## src/rtl/clock_divider_pkg.sv

```systemverilog
// clock_divider_pkg: shared constants, baud-select encoding and helper
// function for the UART-link clock divider.
package clock_divider_pkg;

  // Default full output periods in board-clock cycles (25 MHz, x16 oversampling)
  localparam int DIV0_DEFAULT  = 162;  // 9600 baud
  localparam int DIV1_DEFAULT  = 81;   // 19200 baud
  localparam int DIV2_DEFAULT  = 27;   // 57600 baud
  localparam int DIV3_DEFAULT  = 14;   // 115200 baud
  localparam int CNT_W_DEFAULT = 16;

  typedef enum logic [1:0] {
    BAUD_9600   = 2'd0,
    BAUD_19200  = 2'd1,
    BAUD_57600  = 2'd2,
    BAUD_115200 = 2'd3
  } baud_sel_t;

  // ceil(n/2): length of the high phase; odd periods give the extra cycle to high
  function automatic logic [31:0] ceil_half(input logic [31:0] n);
    return (n >> 32'd1) + {31'd0, n[0]};
  endfunction

endpackage

```

## src/rtl/clock_divider_period_sel.sv

```systemverilog
// div_period_sel: selects the period for the requested baud rate and holds
// the active period and high-phase length. The held values only change on
// reset or at a period boundary, so a mid-period baudSel change never
// distorts the period in flight.
module div_period_sel
  import clock_divider_pkg::*;
#(
  parameter int DIV0  = DIV0_DEFAULT,
  parameter int DIV1  = DIV1_DEFAULT,
  parameter int DIV2  = DIV2_DEFAULT,
  parameter int DIV3  = DIV3_DEFAULT,
  parameter int CNT_W = CNT_W_DEFAULT
) (
  input  logic             i_clock,
  input  logic             i_reset,
  input  logic             i_load,
  input  logic [1:0]       i_baud_sel,
  output logic [CNT_W-1:0] o_cur_n,
  output logic [CNT_W-1:0] o_cur_high
);

  logic [CNT_W-1:0] w_div;
  logic [CNT_W-1:0] w_half;
  logic [CNT_W-1:0] r_cur_n;
  logic [CNT_W-1:0] r_cur_high;

  // Map the baud select onto its configured period
  always_comb begin
    w_div = CNT_W'(DIV0);
    case (baud_sel_t'(i_baud_sel))
      BAUD_9600:   w_div = CNT_W'(DIV0);
      BAUD_19200:  w_div = CNT_W'(DIV1);
      BAUD_57600:  w_div = CNT_W'(DIV2);
      BAUD_115200: w_div = CNT_W'(DIV3);
      default:     w_div = CNT_W'(DIV0);
    endcase
  end

  assign w_half = CNT_W'(ceil_half(32'(w_div)));

  // Latch the active period on reset or at the end of a period
  always_ff @(posedge i_clock) begin
    if (i_reset || i_load) begin
      r_cur_n    <= w_div;
      r_cur_high <= w_half;
    end else begin
      r_cur_n    <= r_cur_n;
      r_cur_high <= r_cur_high;
    end
  end

  assign o_cur_n    = r_cur_n;
  assign o_cur_high = r_cur_high;

endmodule

```

## src/rtl/clock_divider.sv

```systemverilog
// clock_divider: programmable integer divider producing the UART
// oversampling clock (outClock) and a one-cycle strobe (outTick) on each
// outClock rising edge.
// Optional feature macro: CLOCK_DIVIDER_TICK_EN. When undefined, the tick
// output is tied to 0 and its flop is not built.
module clock_divider
  import clock_divider_pkg::*;
#(
  parameter int DIV0  = DIV0_DEFAULT,
  parameter int DIV1  = DIV1_DEFAULT,
  parameter int DIV2  = DIV2_DEFAULT,
  parameter int DIV3  = DIV3_DEFAULT,
  parameter int CNT_W = CNT_W_DEFAULT
) (
  input  logic       i_in_clock,
  input  logic       i_reset,
  input  logic       i_enable,
  input  logic [1:0] i_baud_sel,
  output logic       o_out_clock,
  output logic       o_out_tick
);

  logic [CNT_W-1:0] r_cnt;
  logic             r_out_clock;
  logic [CNT_W-1:0] w_cur_n;
  logic [CNT_W-1:0] w_cur_high;
  logic             w_at_end;
  logic             w_at_high_end;
  logic             w_load;

  div_period_sel #(
    .DIV0  (DIV0),
    .DIV1  (DIV1),
    .DIV2  (DIV2),
    .DIV3  (DIV3),
    .CNT_W (CNT_W)
  ) u_period_sel (
    .i_clock    (i_in_clock),
    .i_reset    (i_reset),
    .i_load     (w_load),
    .i_baud_sel (i_baud_sel),
    .o_cur_n    (w_cur_n),
    .o_cur_high (w_cur_high)
  );

  assign w_at_end      = (r_cnt == (w_cur_n - CNT_W'(1'b1)));
  assign w_at_high_end = (r_cnt == (w_cur_high - CNT_W'(1'b1)));
  // Period boundary: rising edge of outClock and reload of the period
  assign w_load        = i_enable & w_at_end;

  // Counter and divided-clock phase; disabled edges freeze everything
  always_ff @(posedge i_in_clock) begin
    if (i_reset) begin
      r_cnt       <= {CNT_W{1'b0}};
      r_out_clock <= 1'b0;
    end else if (i_enable) begin
      if (w_at_end) begin
        r_cnt       <= {CNT_W{1'b0}};
        r_out_clock <= 1'b1;
      end else if (w_at_high_end) begin
        r_cnt       <= r_cnt + CNT_W'(1'b1);
        r_out_clock <= 1'b0;
      end else begin
        r_cnt       <= r_cnt + CNT_W'(1'b1);
        r_out_clock <= r_out_clock;
      end
    end else begin
      r_cnt       <= r_cnt;
      r_out_clock <= r_out_clock;
    end
  end

  assign o_out_clock = r_out_clock;

`ifdef CLOCK_DIVIDER_TICK_EN
  logic r_out_tick;

  // One-cycle strobe coincident with each outClock rise
  always_ff @(posedge i_in_clock) begin
    if (i_reset) begin
      r_out_tick <= 1'b0;
    end else begin
      r_out_tick <= w_load;
    end
  end

  assign o_out_tick = r_out_tick;
`else
  assign o_out_tick = 1'b0;
`endif

endmodule

```

## config.mk

```make
export PLATFORM = sky130hd
export DESIGN_NAME = clock_divider
export DESIGN_NICKNAME = d
export VERILOG_FILES = /design/src/rtl/clock_divider_pkg.sv /design/src/rtl/clock_divider_period_sel.sv /design/src/rtl/clock_divider.sv
export SDC_FILE = /design/constraint.sdc
export NUM_CORES = 1
export LEC_CHECK = 0
export CORE_MARGIN = 3
export CORE_UTILIZATION = 57
export CTS_BUF_LIST = sky130_fd_sc_hd__clkbuf_4 sky130_fd_sc_hd__clkbuf_8
export DETAILED_ROUTE_END_ITERATION = 8
export GPL_TIMING_DRIVEN = 0
export PLACE_DENSITY = 0.8
export SKIP_LAST_GASP = 1
export SLEW_MARGIN = 15
export SYNTH_ARGS = -nofsm -noshare
export SYNTH_HDL_FRONTEND = slang
export SYNTH_SLANG_ARGS = --single-unit
```

## constraint.sdc

```tcl
create_clock -name i_in_clock -period 3 [get_ports i_in_clock]
set_input_delay 0.75 -clock i_in_clock [delete_from_list [all_inputs] [get_ports i_in_clock]]
set_output_delay 0.75 -clock i_in_clock [all_outputs]
set_load 0.01 [all_outputs]
```

**Yosys cells after proc, flatten, opt, wreduce, memory -nomap -nowiden**

Cells that the tools add are included.

- Add/subtract/negate cells: 4
- Equality and inequality tests: 5
- Mux-type cells: 4
- Bitwise logic cells: 1
- Reduce and logical (&&, ||, !) cells: 4

Operator list:

| cell | number |
|---|---|
| one-hot mux 16 bit (4 select lines) | 1 |
| equality test 16 bit | 2 |
| subtractor 16 x 1 -> 16 bit, second input constant | 2 |
| adder 15 x 1 -> 16 bit | 1 |
| adder 16 x 1 -> 16 bit, second input constant | 1 |
| two-way mux 16 bit | 1 |
| equality test 2 bit, second input constant | 2 |
| equality test 2 x 1 -> 1 bit, second input constant | 1 |
| logical NOT 2 bit | 1 |
| two-way mux 1 bit | 2 |
| AND reduction 2 bit | 1 |
| nonzero test 2 bit | 1 |
| AND 1 bit | 1 |
| logical OR 1 bit | 1 |

- Register bits: 49
- Input bits: 5
- Output and inout bits: 2
- Word-level logic and storage cells: 22

**Logic depth before layout (Yosys ltp)**

Gate-level depths: netlist of the first run.

- Depth in word-level cells: 4
- Depth in mapped cells: 11

**Hierarchy**

Synthesis of the first run repeated with hierarchy kept, for this count alone.

- Cells, all modules: 329
- Area total of the unflattened synthesis: 2668.8 µm²

By module, submodules not included:

| module | times used | cells an instance | area each (µm²) | seq. area each (µm²) |
|---|---|---|---|---|
| clock_divider | 1 | 278 | 2079.5 | 340.3 |
| div_period_sel | 1 | 51 | 589.3 | 270.3 |

**Least setup slack after synthesis of the first run**

OpenSTA, ideal clock, no wires.

- Path kind: register to register
- Start point: register u_period_sel.r_cur_n[4] (netlist: u_period_sel.o_cur_n[4])
- End point: register u_period_sel.r_cur_high[0] (netlist: u_period_sel.o_cur_high[0]) (enable)
- Arrival time: 2.664 ns
- Data required time: 2.696 ns
- Setup slack: 0.032 ns
- Stages on the path, launching flop included: 11
- Path buffers: 2
- Cells stage by stage: edfxtp_1 -> buf_6 -> or4_1 -> nor3_2 -> ha_1 -> xnor2_1 -> o211ai_1 -> nor4_1 -> nand4_1 -> o31ai_4 -> buf_6

- Cells in the longest elaborated chain, start to end: 4

Ends and longest elaborated chain:

| what | RTL line | source |
|---|---|---|
| start: declaration | clock_divider_period_sel.sv:24 | `logic [CNT_W-1:0] r_cur_n;` |
| start signal: assignment | clock_divider_period_sel.sv:44 | `r_cur_n <= w_div;` |
| start signal: assignment | clock_divider_period_sel.sv:47 | `r_cur_n <= r_cur_n;` |
| subtractor 16 x 1 -> 16 bit | clock_divider.sv:46 | `assign w_at_end = (r_cnt == (w_cur_n - CNT_W'(1'b1)));` |
| equality test 16 bit | clock_divider.sv:46 |  |
| AND 1 bit | clock_divider.sv:49 | `assign w_load = i_enable & w_at_end;` |
| logical OR 1 bit | clock_divider_period_sel.sv:43 | `if (i_reset \|\| i_load) begin` |
| end signal: assignment | clock_divider_period_sel.sv:45 | `r_cur_high <= w_half;` |
| end signal: assignment | clock_divider_period_sel.sv:48 | `r_cur_high <= r_cur_high;` |
| end: declaration | clock_divider_period_sel.sv:25 | `logic [CNT_W-1:0] r_cur_high;` |

No other way between the ends.
A chain may end at the register's enable or synchronous reset.

**Worst setup path in the final report of the first run**

- Start point: register u_period_sel.r_cur_n[4] (netlist: u_period_sel.o_cur_n[4])
- End point: register u_period_sel.r_cur_high[2] (netlist: u_period_sel.o_cur_high[2]) (enable)

Same word-level chain as after synthesis.

==> results of run 1 <==
state kept, by name, indices dropped and copies added, names as in the netlist:
name / count
o_out_clock: 1
r_cnt: 16
u_period_sel.o_cur_high: 6
u_period_sel.o_cur_n: 4
layout by cell type, fill, tap and decap left out, types with 2 or more instances in the layout:
| cell type | synthesis | layout |
|---|---|---|
| a21oi_1 | 4 | 4 |
| a31oi_1 | 2 | 2 |
| and3_1 | 6 | 6 |
| buf_4 | 1 | 7 |
| buf_6 | 2 | 4 |
| clkbuf_1 | 7 | 7 |
| clkbuf_4 | 0 | 3 |
| clkdlybuf4s50_1 | 0 | 5 |
| dfxtp_1 | 17 | 17 |
| edfxtp_1 | 10 | 10 |
| ha_1 | 14 | 13 |
| inv_1 | 16 | 16 |
| mux2i_1 | 3 | 3 |
| nand2_1 | 17 | 17 |
| nand3_1 | 8 | 8 |
| nand4_1 | 6 | 6 |
| nor2_1 | 22 | 22 |
| nor2b_1 | 3 | 3 |
| nor3_1 | 6 | 6 |
| nor4_1 | 3 | 2 |
| o211ai_1 | 2 | 2 |
| o21ai_0 | 4 | 4 |
| o311ai_0 | 2 | 2 |
| o31a_1 | 2 | 2 |
| o31ai_1 | 2 | 2 |
| xnor2_1 | 13 | 12 |
| xor2_1 | 16 | 16 |
power groups by stage:
| stage | logic (W) | clock network (W) | registers (W) |
|---|---|---|---|
| floorplan | 0.0000815 | 0 | 0.000409 |
| global route | 0.000141 | 0.000188 | 0.000406 |
| global placement | 0.000104 | 0 | 0.000411 |
| detailed placement | 0.000108 | 0 | 0.000412 |
| finish | 0.000127 | 0.000177 | 0.000405 |
| CTS | 0.000120 | 0.000177 | 0.000404 |
routing by layer:
layer / up-vias / part of all wire, %
met4: 0 / 3.2
met5: - / 0
met3: 11 / 3.6
met2: 40 / 49
li1: 757 / -
met1: 679 / 44
how the worst max path moves through the flow:
stage / from / to / slack (ns) / cells after the start
global placement: u_period_sel.o_cur_n[4] / u_period_sel.o_cur_n[1] / -0.26 / 10
floorplan: u_period_sel.o_cur_n[4] / u_period_sel.o_cur_high[0] / 0.03 / 10
detailed placement: u_period_sel.o_cur_n[4] / u_period_sel.o_cur_n[1] / -0.31 / 10
global route: u_period_sel.o_cur_n[4] / u_period_sel.o_cur_n[1] / -0.07 / 11
CTS: u_period_sel.o_cur_n[4] / u_period_sel.o_cur_high[6] / 0.001 / 10
finish: u_period_sel.o_cur_n[4] / u_period_sel.o_cur_high[2] / 0.02 / 11
final cells by class:
type,instances,share of cell area [%]
buffer,10,2.66
clock buffer,3,1.06
clock inverter,1,0.295
inverter,16,2.84
multi-input combinational,155,53.1
sequential,27,30.2
tap,44,2.60
timing repair buffer,15,7.21
logic make-up (layout without fill, tap and decap cells):
group | Yosys count | count (layout) | share of synthesized area (%)
and+or+nand+nor | 81 | 81 | 22.4
other | 1 | 1 | 0.203
xor gates and xnor gates | 29 | 29 | 13.8
AOI/OAI and AO/OA | 26 | 26 | 10.9
buffers and inverters | 26 | 45 | 6.31
DFF | 27 | 27 | 34.7
muxes | 4 | 4 | 2.24
adders and majority gates | 14 | 14 | 9.49
stage by stage:
step	setup slack, ns	instance area [sq um]	setup TNS [ns]
floorplan	0.0318	1850	0
global placement	-0.259	1950	-3.73
detailed placement	-0.306	1950	-4.66
CTS	0.00102	2060	0
global route	-0.0670	2120	-0.645
finish	0.0201	2120	0
repair_timing:
item,in CTS,in global routing
cloned,2,0
endpoints found under the setup margin,19,14
setup buffers,5,3
resized for setup,6,5
pin swaps,4,4
worst register-to-register path: cells and delay by family, from the launching register on:
kind | cells | cell delay (ns)
AO/OA/AOI/OAI | 2 | 0.43
adder cells (fa/ha/maj) | 1 | 0.16
buffers and inverters | 3 | 0.44
AND/OR/NAND/NOR | 4 | 1.15
XOR/XNOR | 1 | 0.12
flip-flops | 1 | 0.41
==> out/metrics.yaml, run 1 <==
path_buf_inv: 3
clkPwrFrac_pct: 25.0
viasPerCell: 5.49
cts_tree: "yes"
finalCritPeriodShare_pct: 99.3
remaining_drc_errors: 0
drive_gt1_share_pct: 12.3
hold-path-endpoint: "r_cnt[1]"
worst_pin_slew_ns: 0.579
fin_crit_ns: 2.98
antenna_left: 0
first_pass_iters: 4
grtUsageMet3_pct: 2.16
holdPathStages: 2
worstPathArrival_ns: 3.07
synth_edf_count: 10
synth_seq_cells: 27
ys_types: 45
antenna_found_initial: 0
cp_max_fo: 8
p_seq_share_pct: 57.1
syn_area_sq_um: 1850
crit_type: "flip-flop to flip-flop"
syn-mean-instance-area_sq_um: 8.87
overflow: 0
hold_buffers: 0
fp.dieW_um: 62.9
cp_cell_sequence: "buf_6 > or4_4 > nor3_4 > ha_4 > xnor2_1 > o211ai_1 > nor4_1 > nand4_1 > o31ai_4 > buf_6 > buf_6"
totalWireLength_um: 3700
grt_pass1_vias: 1322
irDropWorstVdd_v: 0.000243
grt_max_degree: 17
die_h_um: 62.9
cp_common_cell: "buf_6"
top_usage_layer: "met2"
r2r_slack_ns: 0.02
startpoint_type: "flip-flop"
end_kind: "flip-flop"
synth_ff_type: "dfxtp_1"
ys_seq_area_share_pct: 34.7
setup_viol: 0
p_sw_w: 0.000203
synth_top_area_share_pct: 18.4
rsz0062_at_grt: "yes"
hold_path_class: "flip-flop to flip-flop"
grt_util_all_layers_pct: 19.0
fillCellCount: 258
vias: 1487
reg2reg_from: "u_period_sel.o_cur_n[4]"
grtUsageMet1_pct: 22.8
worstRegToRegCells: 11
grt_pass1_wl_um: 5890
gp_congestion: 0.868
initial_core_util_pct: 60.0
maxCapViolCount: 0
synth_nets: 227
required_ns: 3.09
cts-buffers-inserted: 3
clock-root-buffer: "clkbuf_4"
switching_share_pct: 28.6
cts.htree.levels: 1
ctsLongestPathBuffers: 2
combPwrFrac_pct: 17.9
num_rows: 20
hp-start: "r_cnt[1]"
nets: 247
outcome: "finished clean"
cts.clk_slew.worst_paths_ns: 0.16
netlist_instances: 208
async_flop_share_pct: 0
max_stage_delay_ns: 0.54
final_util_pct: 68.8
antennaDiodeCount: 0
yosysTopAreaCell: "dfxtp_1"
reg2reg_to: "u_period_sel.o_cur_high[2]"
fin_cells: 271
ys_top_cells_by_area: "dfxtp_1 18%, edfxtp_1 16%, ha_1 9.5%, xor2_1 7.6%, xnor2_1 6.2%"
cts.sinks: 27
critPathSlowestCell: "or4_4"
finClkSkew_ns: 0.00752
grt_use_met2_pct: 33.2
ios: 7
final-seq-area_sq_um: 641
power.leakage_nw: 0.854
slew_viol_final: 0
hold_viol: 0
syn2layout_area_growth_pct: 14.8
dp_hpwl_um: 2600
p_int_w: 0.000506
core-area_sq_um: 3080
finalPower_w: 0.000708
synth_commonest_cells: "22 x nor2_1, 17 x dfxtp_1, 17 x nand2_1, 16 x inv_1, 16 x xor2_1"
die_area_sq_um: 3960
critPathTopFamily: "simple AND/OR/NAND/NOR gates"
post-synth-top-count-cell: "nor2_1"
slew-limit-headroom_pct: 61.1
max_freq_mhz: 336
dpl.cell_count: 257
yosysWarnings: 0
multi_input_area_sq_um: 1120
detail_route.iter0.violations: 90
whs_ns: 0.582
powerDensity_nw_per_um2: 334
io_buffers: 5
routedWlPerCell_um: 13.6
clkLatencyLatePin_ns: 0.35
(Power assumes the default switching activity.)
==> run 2, diff against run 1 <==
--- a/config.mk
+++ b/config.mk
@@ -5,13 +5,13 @@
 export SDC_FILE = /design/constraint.sdc
 export NUM_CORES = 1
 export LEC_CHECK = 0
+export CORE_ASPECT_RATIO = 2
 export CORE_MARGIN = 3
 export CORE_UTILIZATION = 57
 export CTS_BUF_LIST = sky130_fd_sc_hd__clkbuf_4 sky130_fd_sc_hd__clkbuf_8
 export DETAILED_ROUTE_END_ITERATION = 8
 export GPL_TIMING_DRIVEN = 0
 export PLACE_DENSITY = 0.8
-export SKIP_LAST_GASP = 1
 export SLEW_MARGIN = 15
 export SYNTH_ARGS = -nofsm -noshare
 export SYNTH_HDL_FRONTEND = slang
==> run 2 against run 1 <==
Effect of this change: the run now ends with negative setup slack left; non-clock buffer count up 3; largest power group unchanged; global-route usage up 5.5 points; sequential share of layout area down 0.089 points; sequential power about the same; wire length up 21%; via count up 10%.
==> out/metrics.yaml, run 2 (synthesized netlist as in run 1, its figures left out) <==
fp.dieW_um: 46.2
layout_commonest_cell: "nor2_1"
hp-start: "r_cnt[1]"
clkLatencyLatePin_ns: 0.28
largest_register_ffs: 16
combPwrFrac_pct: 18.0
final_area_sq_um: 2120
cp_max_fo: 8
viasPerCell: 6.32
hold_buffers: 0
cts_tree: "yes"
die_area_sq_um: 4000
whs_ns: 0.609
grt_max_degree: 16
antenna_found_initial: 0
slew-limit-headroom_pct: 46.9
die_h_um: 86.5
switching_share_pct: 26.8
largest_register: "r_cnt"
clock-root-buffer: "clkbuf_8"
cts.clk_slew.worst_paths_ns: 0.10
syn2layout_area_growth_pct: 15.1
layout_common_cells: "22 x nor2_1, 17 x nand2_1, 17 x dfxtp_1"
end_kind: "flip-flop"
hold_viol: 0
p_seq_share_pct: 53.9
overflow: 0
startpoint_type: "flip-flop"
maxCapViolCount: 0
initial_core_util_pct: 61.3
worstRegToRegCells: 10
max_freq_mhz: 330
cts.sinks: 27
reg2reg_to: "u_period_sel.o_cur_n[4]"
worstSetupStartpoint: "u_period_sel.o_cur_n[4]"
cts-buffers-inserted: 3
worstPathArrival_ns: 3.02
core-area_sq_um: 3010
antennaDiodeCount: 0
dpl.cell_count: 243
p_sw_w: 0.000201
antenna_left: 0
routedWlPerCell_um: 17.2
remaining_drc_errors: 0
clkPwrFrac_pct: 28.1
grt_pass1_wl_um: 7220
finClkSkew_ns: 0.0162
nets: 250
detail_route.iter0.violations: 81
cts.htree.levels: 1
worst_pin_slew_ns: 0.789
first_pass_iters: 4
cp-endpoint: "u_period_sel.o_cur_n[4]"
fin_cells: 260
drive_gt1_share_pct: 13.5
r2r_slack_ns: -0.03
rsz0062_at_grt: "yes"
irDropWorstVdd_v: 0.000338
ios: 7
required_ns: 2.99
totalWireLength_um: 4470
place_area_sq_um: 1930
reg2reg_from: "u_period_sel.o_cur_n[4]"
power.leakage_nw: 0.870
setup_viol: 10
final_util_pct: 70.5
dp_hpwl_um: 3140
fin_crit_ns: 3.03
grt_util_all_layers_pct: 24.5
slew_viol_final: 0
io_buffers: 5
gp_congestion: 0.986
num_rows: 28
ctsLongestPathBuffers: 2
outcome: "finished with violations"
finalCritPeriodShare_pct: 101
vias: 1643
hold_path_class: "flip-flop to flip-flop"
powerDensity_nw_per_um2: 353
grt_pass1_vias: 1616
crit_type: "flip-flop to flip-flop"
violations: "negative setup slack"
p_int_w: 0.000549
setup_ws_ns: -0.0275
[run 2: cell type report]
class,count,area [sq um]
multi-input combinational,155,1120
fill,230,888
sequential,27,641
timing repair buffer,18,159
inverter,16,60.1
buffer,10,56.3
clock buffer,3,41.3
tap,30,37.5
clock inverter,1,5.00
[run 2: power by group through the flow]
stage / sequential [W] / clock [W] / combinational, W
4_1_cts: 0.000404 / 0.000211 / 0.000122
3_5_place_dp: 0.000412 / 0 / 0.000111
6_report: 0.000404 / 0.000211 / 0.000135
3_3_place_gp: 0.000411 / 0 / 0.000104
2_1_floorplan: 0.000409 / 0 / 0.0000815
5_1_grt: 0.000406 / 0.000232 / 0.000148
[run 2: how the worst min path moves through the flow]
| stage | to | slack (ns) | depth (start not counted) |
|---|---|---|---|
| 2_1_floorplan | r_cnt[1] | 0.51 | 2 |
| 3_3_place_gp | r_cnt[8] | 0.57 | 2 |
| 3_5_place_dp | r_cnt[1] | 0.60 | 2 |
| 4_1_cts | r_cnt[15] | 0.61 | 2 |
| 5_1_grt | r_cnt[1] | 0.63 | 2 |
| 6_report | r_cnt[1] | 0.61 | 2 |
[run 2: metrics by stage]
step           TNS, ns  worst slack (ns)  total power, W
2_1_floorplan        0            0.0318        0.000491
3_3_place_gp     -3.82            -0.263        0.000516
5_1_grt          -2.17            -0.148        0.000786
3_5_place_dp     -6.01            -0.371        0.000523
6_report        -0.179           -0.0275        0.000750
4_1_cts              0           0.00159        0.000737
[run 2: what timing repair did]
| item | in CTS | in global routing |
|---|---|---|
| resized for setup | 6 | 5 |
| pin swaps | 3 | 3 |
| setup buffers | 5 | 6 |
| setup endpoints to repair | 23 | 24 |
| cloned | 2 | 0 |
[run 2: worst max-delay path, cell delays in order, from the launching register on]
cell	delay (ns)
edfxtp_1	0.39
buf_6	0.15
or4_4	0.54
nor3_4	0.24
ha_4	0.24
xnor2_2	0.14
nor4_2	0.29
nand4_1	0.22
o31ai_4	0.25
buf_6	0.16
buf_6	0.13
[run 2: per-layer routing]
metal	global-route usage [%]	vias to the layer above	share of wire [%]
met5	0	-	0
met4	13.0	0	4.8
met3	3.53	24	3.8
met2	44.1	81	56
met1	25.2	775	35
li1	-	763	-
==> run 3, diff against run 2 <==
--- a/config.mk
+++ b/config.mk
@@ -7,11 +7,12 @@
 export LEC_CHECK = 0
 export CORE_ASPECT_RATIO = 2
 export CORE_MARGIN = 3
-export CORE_UTILIZATION = 57
+export CORE_UTILIZATION = 50
 export CTS_BUF_LIST = sky130_fd_sc_hd__clkbuf_4 sky130_fd_sc_hd__clkbuf_8
 export DETAILED_ROUTE_END_ITERATION = 8
 export GPL_TIMING_DRIVEN = 0
-export PLACE_DENSITY = 0.8
+export PLACE_DENSITY = 0.72
+export REMOVE_ABC_BUFFERS = 1
 export SLEW_MARGIN = 15
 export SYNTH_ARGS = -nofsm -noshare
 export SYNTH_HDL_FRONTEND = slang
==> run 3 against run 2 <==
Effect of this change: the run now ends clean; non-clock buffer count is 11 lower; via count shrank 8.9%; setup slack better by 0.15 ns; critical endpoint is now u_period_sel.o_cur_high[5]; largest cell class unchanged.
==> out/metrics.yaml, run 3 (synthesized netlist as in run 1, its figures left out) <==
outcome: "finished clean"
fillCellCount: 321
largest_register: "r_cnt"
crit_type: "flip-flop to flip-flop"
first_pass_iters: 4
maxCapViolCount: 0
dp_hpwl_um: 2800
final_util_pct: 60.8
worstSetupStartpoint: "u_period_sel.o_cur_n[1]"
fin_crit_ns: 2.88
totalWireLength_um: 3850
cts.clk_slew.worst_paths_ns: 0.09
startpoint_type: "flip-flop"
layout_commonest_cell: "nor2_1"
r2r_slack_ns: 0.12
critPathTopFamily: "simple AND/OR/NAND/NOR gates"
grtUsageMet1_pct: 19.0
ctsLongestPathBuffers: 2
powerDensity_nw_per_um2: 355
initial_core_util_pct: 53.4
routedWlPerCell_um: 14.4
top_usage_layer: "met2"
largest_register_ffs: 16
hold_viol: 0
core-area_sq_um: 3450
power.leakage_nw: 0.842
grt_use_met2_pct: 34.2
critPathSlowestCell: "or4_4"
viasPerCell: 5.59
clkLatencyLatePin_ns: 0.27
rsz0062_at_grt: "yes"
worst_pin_slew_ns: 0.599
reg2reg_to: "u_period_sel.o_cur_high[5]"
overflow: 0
cts.sinks: 27
grtUsageMet3_pct: 2.76
path_buf_inv: 2
irDropWorstVdd_v: 0.000271
detail_route.iter0.violations: 25
hold_buffers: 0
remaining_drc_errors: 0
worstPathArrival_ns: 2.87
crit_cells: 9
nets: 240
io_buffers: 5
syn2layout_area_growth_pct: 13.7
cp_cell_sequence: "or4_4 > nor3_4 > ha_1 > xnor2_1 > nor4_2 > nand4_1 > buf_6 > o31ai_4 > buf_12"
grt_util_all_layers_pct: 18.3
hp-start: "r_cnt[1]"
die_h_um: 91.9
finalCritPeriodShare_pct: 96.1
hold_path_class: "flip-flop to flip-flop"
end_kind: "flip-flop"
antennaDiodeCount: 0
worstRegToRegCells: 9
slew_viol_final: 0
cts_tree: "yes"
slew-limit-headroom_pct: 59.7
die_area_sq_um: 4500
setup_viol: 0
gp_congestion: 0.885
finalPower_w: 0.000745
antenna_found_initial: 0
grt_max_degree: 15
cts.htree.levels: 1
vias: 1497
max_stage_delay_ns: 0.59
clock-root-buffer: "clkbuf_8"
grt_pass1_vias: 1498
drive_gt1_share_pct: 12.3
ios: 7
required_ns: 2.99
layout_common_cells: "22 x nor2_1, 17 x nand2_1, 17 x dfxtp_1"
cp-endpoint: "u_period_sel.o_cur_high[5]"
finClkSkew_ns: 0.00540
num_rows: 30
fp.dieW_um: 49.0
cp_max_fo: 12
reg2reg_from: "u_period_sel.o_cur_n[1]"
max_freq_mhz: 347
grt_pass1_wl_um: 6400
antenna_left: 0
cts-buffers-inserted: 3
run 3: worst min path at each step:
stage,end,slack (ns),cells after the start
floorplan,r_cnt[1],0.51,2
detailed placement,r_cnt[1],0.56,2
global route,r_cnt[1],0.61,2
global placement,r_cnt[1],0.55,2
CTS,r_cnt[1],0.57,2
finish,r_cnt[1],0.58,2
run 3: timing repair:
| item | 4_1_cts | 5_1_grt |
|---|---|---|
| pin swaps | 3 | 2 |
| setup buffers | 8 | 4 |
| gates resized for setup | 1 | 5 |
| gates cloned | 1 | 0 |
| endpoints found under the setup margin | 23 | 27 |
run 3: final cells by class:
class / instances / area (sq um) / area share (%)
clock buffers: 4 / 48.8 / 2.33
repair buffers: 17 / 156 / 7.45
multi-input cells: 156 / 1130 / 54.0
flip-flops and latches: 27 / 641 / 30.5
inverters: 16 / 60.1 / 2.86
well taps: 48 / 60.1 / 2.86
run 3: per-layer routing:
layer,part of all wire [%],up-vias
li1,-,743
met5,0,-
met3,1.9,13
met4,4.5,0
met2,56,26
met1,37,715
run 3: stage by stage:
stage / TNS (ns) / cell area [sq um] / std cells / hold WS, ns / setup slack [ns]
final: 0 / 2100 / 268 / 0.580 / 0.118
after global placement: -15.55 / 1900 / 251 / 0.551 / -0.754
after global routing: -0.283 / 2100 / 268 / 0.611 / -0.0316
after detailed placement: -16.70 / 1900 / 251 / 0.559 / -0.798
after floorplan: -3.36 / 1790 / 198 / 0.511 / -0.225
after CTS: 0 / 2040 / 264 / 0.572 / 0.0421
run 3: worst reg2reg max path, delay by kind of cell (launching register included):
family | cells | cell delay [ns]
flip-flops | 1 | 0.42
buffers and inverters | 2 | 0.36
AND/OR/NAND/NOR | 4 | 1.22
adder cells (fa/ha/maj) | 1 | 0.26
AO/OA/AOI/OAI | 1 | 0.21
XOR/XNOR | 1 | 0.13
run 3: power by group:
group,switching (W),internal [W]
logic,0.0000638,0.0000552
registers,0.0000178,0.000393
clock network,0.000111,0.000104
